<file path="src/rtl/bms_pkg.sv">
// rtl/bms_pkg.sv - shared types and constants for the cell balance driver
package bms_pkg;

    typedef enum logic [2:0] {
        IDLE      = 3'd0,
        DEAD_PRE  = 3'd1,
        BLEED     = 3'd2,
        DEAD_POST = 3'd3,
        COOL      = 3'd4,
        REQ       = 3'd5
    } state_t;

    localparam int CNT_W_DEF = 16;
    localparam int CELL0     = 0;
    localparam int CELL1     = 1;

    // Timer reload for a state lasting 'cyc' cycles; zero-length states still take one cycle.
    function automatic int unsigned load_val(input int unsigned cyc);
        return (cyc == 0) ? 0 : cyc - 1;
    endfunction

endpackage

</file>
<file path="src/rtl/bal_timer.sv">
// rtl/bal_timer.sv - loadable down-counter with a zero flag, holds at zero
module bal_timer #(
    parameter int CNT_W = 16
) (
    input  logic             clk,
    input  logic             rst,
    input  logic             load,
    input  logic [CNT_W-1:0] load_val,
    output logic             zero
);

    logic [CNT_W-1:0] count;

    always_ff @(posedge clk or posedge rst) begin
        if (rst) begin
            count <= '0;
        end else if (load) begin
            count <= load_val;
        end else if (count != '0) begin
            count <= count - 1'b1;
        end
    end

    assign zero = (count == '0);

endmodule

</file>
<file path="src/rtl/cell_balance_driver.sv">
// rtl/cell_balance_driver.sv - bleed switch sequencer with dead time and cooldown; BAL_PWM_EN adds PWM bleed
module cell_balance_driver
    import bms_pkg::*;
#(
    parameter int DEAD_CYC  = 8,
    parameter int BLEED_CYC = 1000,
    parameter int COOL_CYC  = 200,
    parameter int CNT_W     = CNT_W_DEF
`ifdef BAL_PWM_EN
    ,
    parameter int PWM_DUTY  = 4
`endif
) (
    input  logic       clk,
    input  logic       rst,
    input  logic       enable,
    input  logic       done,
    input  logic       sel,
    input  logic       eqz,
    output logic       start,
    output logic [1:0] bal_en,
    output logic       busy,
    output logic       balanced
);

    localparam logic [CNT_W-1:0] LD_DEAD  = CNT_W'(load_val(DEAD_CYC));
    localparam logic [CNT_W-1:0] LD_BLEED = CNT_W'(load_val(BLEED_CYC));
    localparam logic [CNT_W-1:0] LD_COOL  = CNT_W'(load_val(COOL_CYC));

    state_t           state, next_state;
    logic             done_q, sel_q;
    logic             trigger;
    logic             t_load, t_zero;
    logic [CNT_W-1:0] t_val;
    logic             start_d, busy_d, balanced_d, bleed_on;
    logic [1:0]       bal_en_d;

`ifdef BAL_PWM_EN
    logic [2:0] phase, phase_d;
`endif

    assign trigger = enable && (state == IDLE) && done && !done_q;

    bal_timer #(.CNT_W(CNT_W)) u_timer (
        .clk      (clk),
        .rst      (rst),
        .load     (t_load),
        .load_val (t_val),
        .zero     (t_zero)
    );

    always_ff @(posedge clk or posedge rst) begin
        if (rst) begin
            state  <= IDLE;
            done_q <= 1'b0;
            sel_q  <= 1'b0;
`ifdef BAL_PWM_EN
            phase  <= 3'd0;
`endif
        end else begin
            state  <= next_state;
            done_q <= done;
            if (trigger) begin
                sel_q <= sel;
            end
`ifdef BAL_PWM_EN
            phase  <= phase_d;
`endif
        end
    end

    // Dropping enable aborts from any state and parks the timer at zero.
    always_comb begin
        next_state = state;
        t_load     = 1'b0;
        t_val      = '0;
        if (!enable) begin
            next_state = IDLE;
            t_load     = 1'b1;
        end else begin
            case (state)
                IDLE: begin
                    if (trigger) begin
                        t_load     = 1'b1;
                        next_state = eqz ? COOL : DEAD_PRE;
                        t_val      = eqz ? LD_COOL : LD_DEAD;
                    end
                end
                DEAD_PRE: begin
                    if (t_zero) begin
                        next_state = BLEED;
                        t_load     = 1'b1;
                        t_val      = LD_BLEED;
                    end
                end
                BLEED: begin
                    if (t_zero) begin
                        next_state = DEAD_POST;
                        t_load     = 1'b1;
                        t_val      = LD_DEAD;
                    end
                end
                DEAD_POST: begin
                    if (t_zero) begin
                        next_state = COOL;
                        t_load     = 1'b1;
                        t_val      = LD_COOL;
                    end
                end
                COOL: begin
                    if (t_zero) begin
                        next_state = REQ;
                    end
                end
                REQ:     next_state = IDLE;
                default: next_state = IDLE;
            endcase
        end
    end

    // Outputs are computed from the next state so each register lines up with its state.
    always_comb begin
        start_d    = (next_state == REQ);
        busy_d     = (next_state != IDLE);
        balanced_d = balanced;
        if (trigger && eqz) begin
            balanced_d = 1'b1;
        end
        if (state == DEAD_PRE && next_state == BLEED) begin
            balanced_d = 1'b0;
        end
`ifdef BAL_PWM_EN
        phase_d  = 3'd0;
        if (next_state == BLEED && state == BLEED) begin
            phase_d = phase + 3'd1;
        end
        bleed_on = (next_state == BLEED) && (int'(phase_d) < PWM_DUTY);
`else
        bleed_on = (next_state == BLEED);
`endif
        bal_en_d        = 2'b00;
        bal_en_d[CELL0] = bleed_on && !sel_q;
        bal_en_d[CELL1] = bleed_on && sel_q;
    end

    always_ff @(posedge clk or posedge rst) begin
        if (rst) begin
            start    <= 1'b0;
            bal_en   <= 2'b00;
            busy     <= 1'b0;
            balanced <= 1'b0;
        end else begin
            start    <= start_d;
            bal_en   <= bal_en_d;
            busy     <= busy_d;
            balanced <= balanced_d;
        end
    end

endmodule

</file>
<file path="config.mk">
export PLATFORM = sky130hd
export DESIGN_NAME = cell_balance_driver
export DESIGN_NICKNAME = d
export VERILOG_FILES = /design/src/rtl/bms_pkg.sv /design/src/rtl/bal_timer.sv /design/src/rtl/cell_balance_driver.sv
export SDC_FILE = /design/constraint.sdc
export NUM_CORES = 1
export LEC_CHECK = 0
export CORE_ASPECT_RATIO = 0.7
export CORE_MARGIN = 5
export CORE_UTILIZATION = 40
export CTS_CLUSTER_DIAMETER = 150
export DETAILED_ROUTE_END_ITERATION = 8
export PLACE_DENSITY = 0.61
export REMOVE_ABC_BUFFERS = 1
export SYNTH_ARGS = -nofsm -noshare
export SYNTH_HDL_FRONTEND = slang
export SYNTH_SLANG_ARGS = --single-unit
</file>
<file path="constraint.sdc">
create_clock -name clk -period 2.6 [get_ports clk]
set_clock_uncertainty 0.15 [all_clocks]
set_input_delay 0.39 -clock clk [delete_from_list [all_inputs] [get_ports clk]]
set_output_delay 0.39 -clock clk [all_outputs]
set_load 0.02 [all_outputs]
</file>
* Word-level counts from Yosys, hierarchy flattened
Index checks and enable logic that the tools add are counted.
** Operators by class
- $add $sub $neg :: 1
- Equality and inequality tests :: 6
- Multiplexer cells :: 23
- Reductions and logical operators :: 16
** Operator list (count)
- 10-bit one-hot mux with 4 select lines :: 1
- 16-bit 2-to-1 mux :: 2
- 3-bit 2-to-1 mux :: 8
- 8-bit 2-to-1 mux :: 3
- 10-bit 2-to-1 mux :: 2
- 16-bit zero test :: 1
- 16-bit nonzero test :: 1
- 16-bit by 1-bit subtractor with 16-bit output (second input constant) :: 1
- 3-bit one-hot mux with 5 select lines :: 1
- 3-bit by 2-bit == test with 1-bit output (second input constant) :: 3
- 1-bit logical AND :: 7
- 3-bit == test (second input constant) :: 2
- 1-bit 2-to-1 mux :: 5
- 2-bit nonzero test :: 2
- 3-bit by 1-bit == test with 1-bit output (second input constant) :: 1
- 3-bit zero test :: 1
- 3-bit nonzero test :: 1
- 3-bit OR reduction :: 1
- 1-bit zero test :: 2
- 1-bit one-hot mux with 2 select lines :: 1
** Storage, ports and cells
- Bits in registers :: 26
- Input port bits :: 6
- Output and inout bits :: 5
- Logic and storage cells :: 54

* Logic depth before layout (Yosys ltp)
- Depth after elaboration :: 10
- Gate-level depth with buffers :: 8
- Depth with buffers taken out :: 8

* Hierarchy
A second synthesis with hierarchy kept.
** Second synthesis, totals
- Cell total of the unflattened synthesis :: 149
- Area, all modules :: 1470.2 µm²
** By module, submodules not included
- bal_timer :: times used 1, cells an instance 102, area an instance 993.5 µm², seq. area each 400.4 µm²
- cell_balance_driver :: times used 1, cells an instance 47, area an instance 476.7 µm², seq. area each 250.2 µm²

* Worst setup path after synthesis
No wires, ideal clock.
- Kind :: reg2reg
- Start point :: register u_timer.count[2]
- End point :: register u_timer.count[15]
- Data arrival time :: 2.308 ns
- Required time :: 2.377 ns
- Setup slack :: 0.069 ns
- Cell stages (with the launch flop) :: 6
- Path buffers :: 0
- Clock period less this slack :: 2.531 ns
- Cell sequence :: dfrtp_1 > or4_4 > or4_1 > a311o_1 > or4_4 > a21oi_2
** Between the ends
- Longest elaborated chain between the ends :: 5
** RTL lines
- start, declared :: RTL line bal_timer.sv:12 : logic [CNT_W-1:0] count;
- start signal, assigned :: RTL line bal_timer.sv:18 : count <= load_val;
- start signal, assigned :: RTL line bal_timer.sv:20 : count <= count - 1'b1;
- parallel branches: the longest is 5 deep, another holds 16-bit by 1-bit subtractor with 16-bit output
Several ways; the timed one is not identified. The select of a mux whose other input is x is not followed.
A chain may end at the register's enable or synchronous reset.

* Final worst setup path
- Start point :: register u_timer.count[3]
- End point :: register u_timer.count[15]
Same word-level chain as after synthesis.

==> results_dict.tcl <==
set metrics [dict create \
    outcome "complete, no violations" \
    wirelength_mm 2.92 \
    drive_gt1_share_pct 13.6 \
    grt_usage_pct 13.9 \
    finalHoldViolations 0 \
    crit_path_frequent_cell "or4_4" \
    layout_commonest_cell "dfrtp_1" \
    tns_ps 0 \
    path_clk_slew_ps 80 \
    min_period_over_period_pct 95.3 \
    maxSlewHeadroom_pct 56.8 \
    drv_cap 0 \
    critPathSlowestCell "or4_4" \
    cts_buffer_depth 2 \
    ioPinCount 11 \
    hpwl_mm 2.19 \
    crit_type "register to register" \
    rsz0062_at_grt "no" \
    first_global_vias 1031 \
    end_kind "register" \
    worstPathArrival_ps 2530 \
    core_um2 3230 \
    period_minus_slack_ps 2480 \
    syn2layout_area_growth_pct 18.9 \
    via_per_inst 5.31 \
    cts_buffers 3 \
    fillers 320 \
    cts_tree "built" \
    drv_slew 0 \
    crit_chain "or4_4 -> or4_1 -> a311o_1 -> or4_4 -> a21oi_2" \
    antenna_cells 0 \
    p_per_area_nw_per_um2 1050 \
    clock_sinks 26 \
    overflow 0 \
    firstDrtPassIters 4 \
    clock.fmax_mhz 404 \
    grt_max_degree 27 \
    syn_avg_cell_area_um2 9.54 \
    layout_common_cells "26 x dfrtp_1, 20 x nor2_1, 11 x buf_4" \
    antenna_found_initial 0 \
    holdPathStages 1 \
    grt_pass1_wl_mm 5.06 \
    cts_hold_buf 0 \
    ant_nets 0 \
    ys_warn_count 0 \
    dp_cells 206 \
    ys_seq_area_share_pct 47.4 \
    required_ps 2650 \
    cp_slowest_stage_delay_ps 510 \
    cellLeakagePower_nw 0.750 \
    synthCells 144 \
    die_h_um 59.0 \
    tightest_slew_ps 642 \
    setup_violations 0 \
    drt_iter0_markers 81 \
    ys_types 38 \
    ir_drop_uv 363 \
    h-tree-depth 1 \
    port_buffers 10 \
    wl_per_cell_um 14.0 \
    hold_path.class "register to register" \
    syn-cell-area_um2 1370 \
    cts_root_buffer "clkbuf_8" \
    finalNetCount 172 \
    ys_seq_elements 26 \
    fp.dieW_um 80.0 \
    power.total_w 0.00172 \
    num_rows 17 \
    gp_congestion 0.866 \
    holdWs_ps 294 \
    final_cells 209 \
    reg2reg_depth 5 \
    vias 1109 \
    floorplan.initialDensity_pct 42.5 \
    cp_max_fo 4 \
    die-area_um2 4730 \
    drc 0 \
    worstSkewPairLatency_ps 270 \
    start_kind "register" \
]
[per-layer routing]
metal / vias up / global-route usage, % / share of wire [%]
li1: 544 / - / -
met1: 534 / 21.3 / 55
met2: 29 / 19.7 / 40
met3: 2 / 3.65 / 4.9
met4: 0 / 2.17 / 0.41
met5: - / 0 / 0
[registers in the layout (all words and copies together) (netlist names)]
| name | flops |
|---|---|
| u_timer.count | 16 |
| state | 3 |
| bal_en | 2 |
| sel_q | 1 |
| done_q | 1 |
| balanced | 1 |
| busy | 1 |
| start | 1 |
[power breakdown]
group | switching [W] | leakage (nW) | internal, W
Clock | 0.000118 | 0.0216 | 0.000104
Sequential | 0.000108 | 0.344 | 0.000512
Combinational | 0.000461 | 0.385 | 0.000420
[cell type report]
class                   instances  area, um2  area share [%]
multi-input cells             102        662            40.5
clock buffers                   3       41.3            2.53
repair buffers                 21        183            11.2
well taps                      47       58.8            3.60
inverters                      10       37.5            2.30
flip-flops and latches         26        651            39.8
[worst paths after layout]
| kind | from | endpoint | slack, ps |
|---|---|---|---|
| worst max-delay path | u_timer.count[3] | u_timer.count[15] | 120 |
| worst min-delay path | sel_q | bal_en[0] | 290 |
| worst max register to register | u_timer.count[3] | u_timer.count[15] | 120 |
| worst min register to register | sel_q | bal_en[0] | 290 |
| max in group asynchronous | rst | u_timer.count[5] | 1720 |
| min in group asynchronous | rst | u_timer.count[8] | 320 |
[metrics by stage]
stage	instance area (um2)	util, %	setup slack, ps
2_1_floorplan	1350	-	68.5
3_3_place_gp	1590	49.2	104
3_5_place_dp	1590	49.2	52.1
4_1_cts	1630	50.5	66.6
5_1_grt	1630	50.5	47.4
6_report	1630	50.5	123
[cell families (layout without fill, tap and decap cells)]
logic type               Yosys count  in the layout  share of synthesized area, %
AO/OA/AOI/OAI                     24             24                          12.4
XOR/XNOR                          13             13                          8.29
adder cells (fa/ha/maj)            2              2                          1.82
buffers and inverters             16             34                          4.46
flip-flops                        26             26                          47.4
multiplexers                       2              2                          1.55
AND/OR/NAND/NOR                   61             61                          24.1
[repair_timing]
item | CTS | global route
endpoints found under the setup margin | 0 | 1
resized for setup | 0 | 0
setup buffers | 0 | 0
[synth_stat cells (all sizes together)]
library cell  instances  share of area (%)
a2111o                1               0.82
a211o                 1               0.64
a21o                  1               0.55
a21oi                 5                2.1
a311o                 1               0.73
a311oi                2                1.3
a31oi                 2               0.91
and3                  3                1.4
and4                  2                1.3
buf                   1               0.36
clkbuf                5                1.4
dfrtp                26                 47
ha                    2                1.8
inv                  10                2.7
mux2                  1               0.82
mux2i                 1               0.73
nand2                 8                2.2
nand2b                1               0.46
nand3                 4                1.5
nand3b                1               0.55
nand4                 2               0.91
nand4b                1               0.64
nor2                 20                5.5
nor3                  2               0.73
nor3b                 3                1.6
nor4                  5                2.3
o21a                  2                1.1
o21ai                 4                1.5
o31ai                 4                2.2
o32ai                 1               0.64
or2                   3                1.4
or3                   2               0.91
or4                   3                2.2
or4b                  1               0.73
xnor2                 6                3.8
xor2                  7                4.5
[critical path, delay by kind of cell, from the launching register on]
kind	cells	cell delay, ps
compound gates	2	440
simple gates	3	1400
flops	1	430
Note: power is estimated with default switching activity, not from simulation.
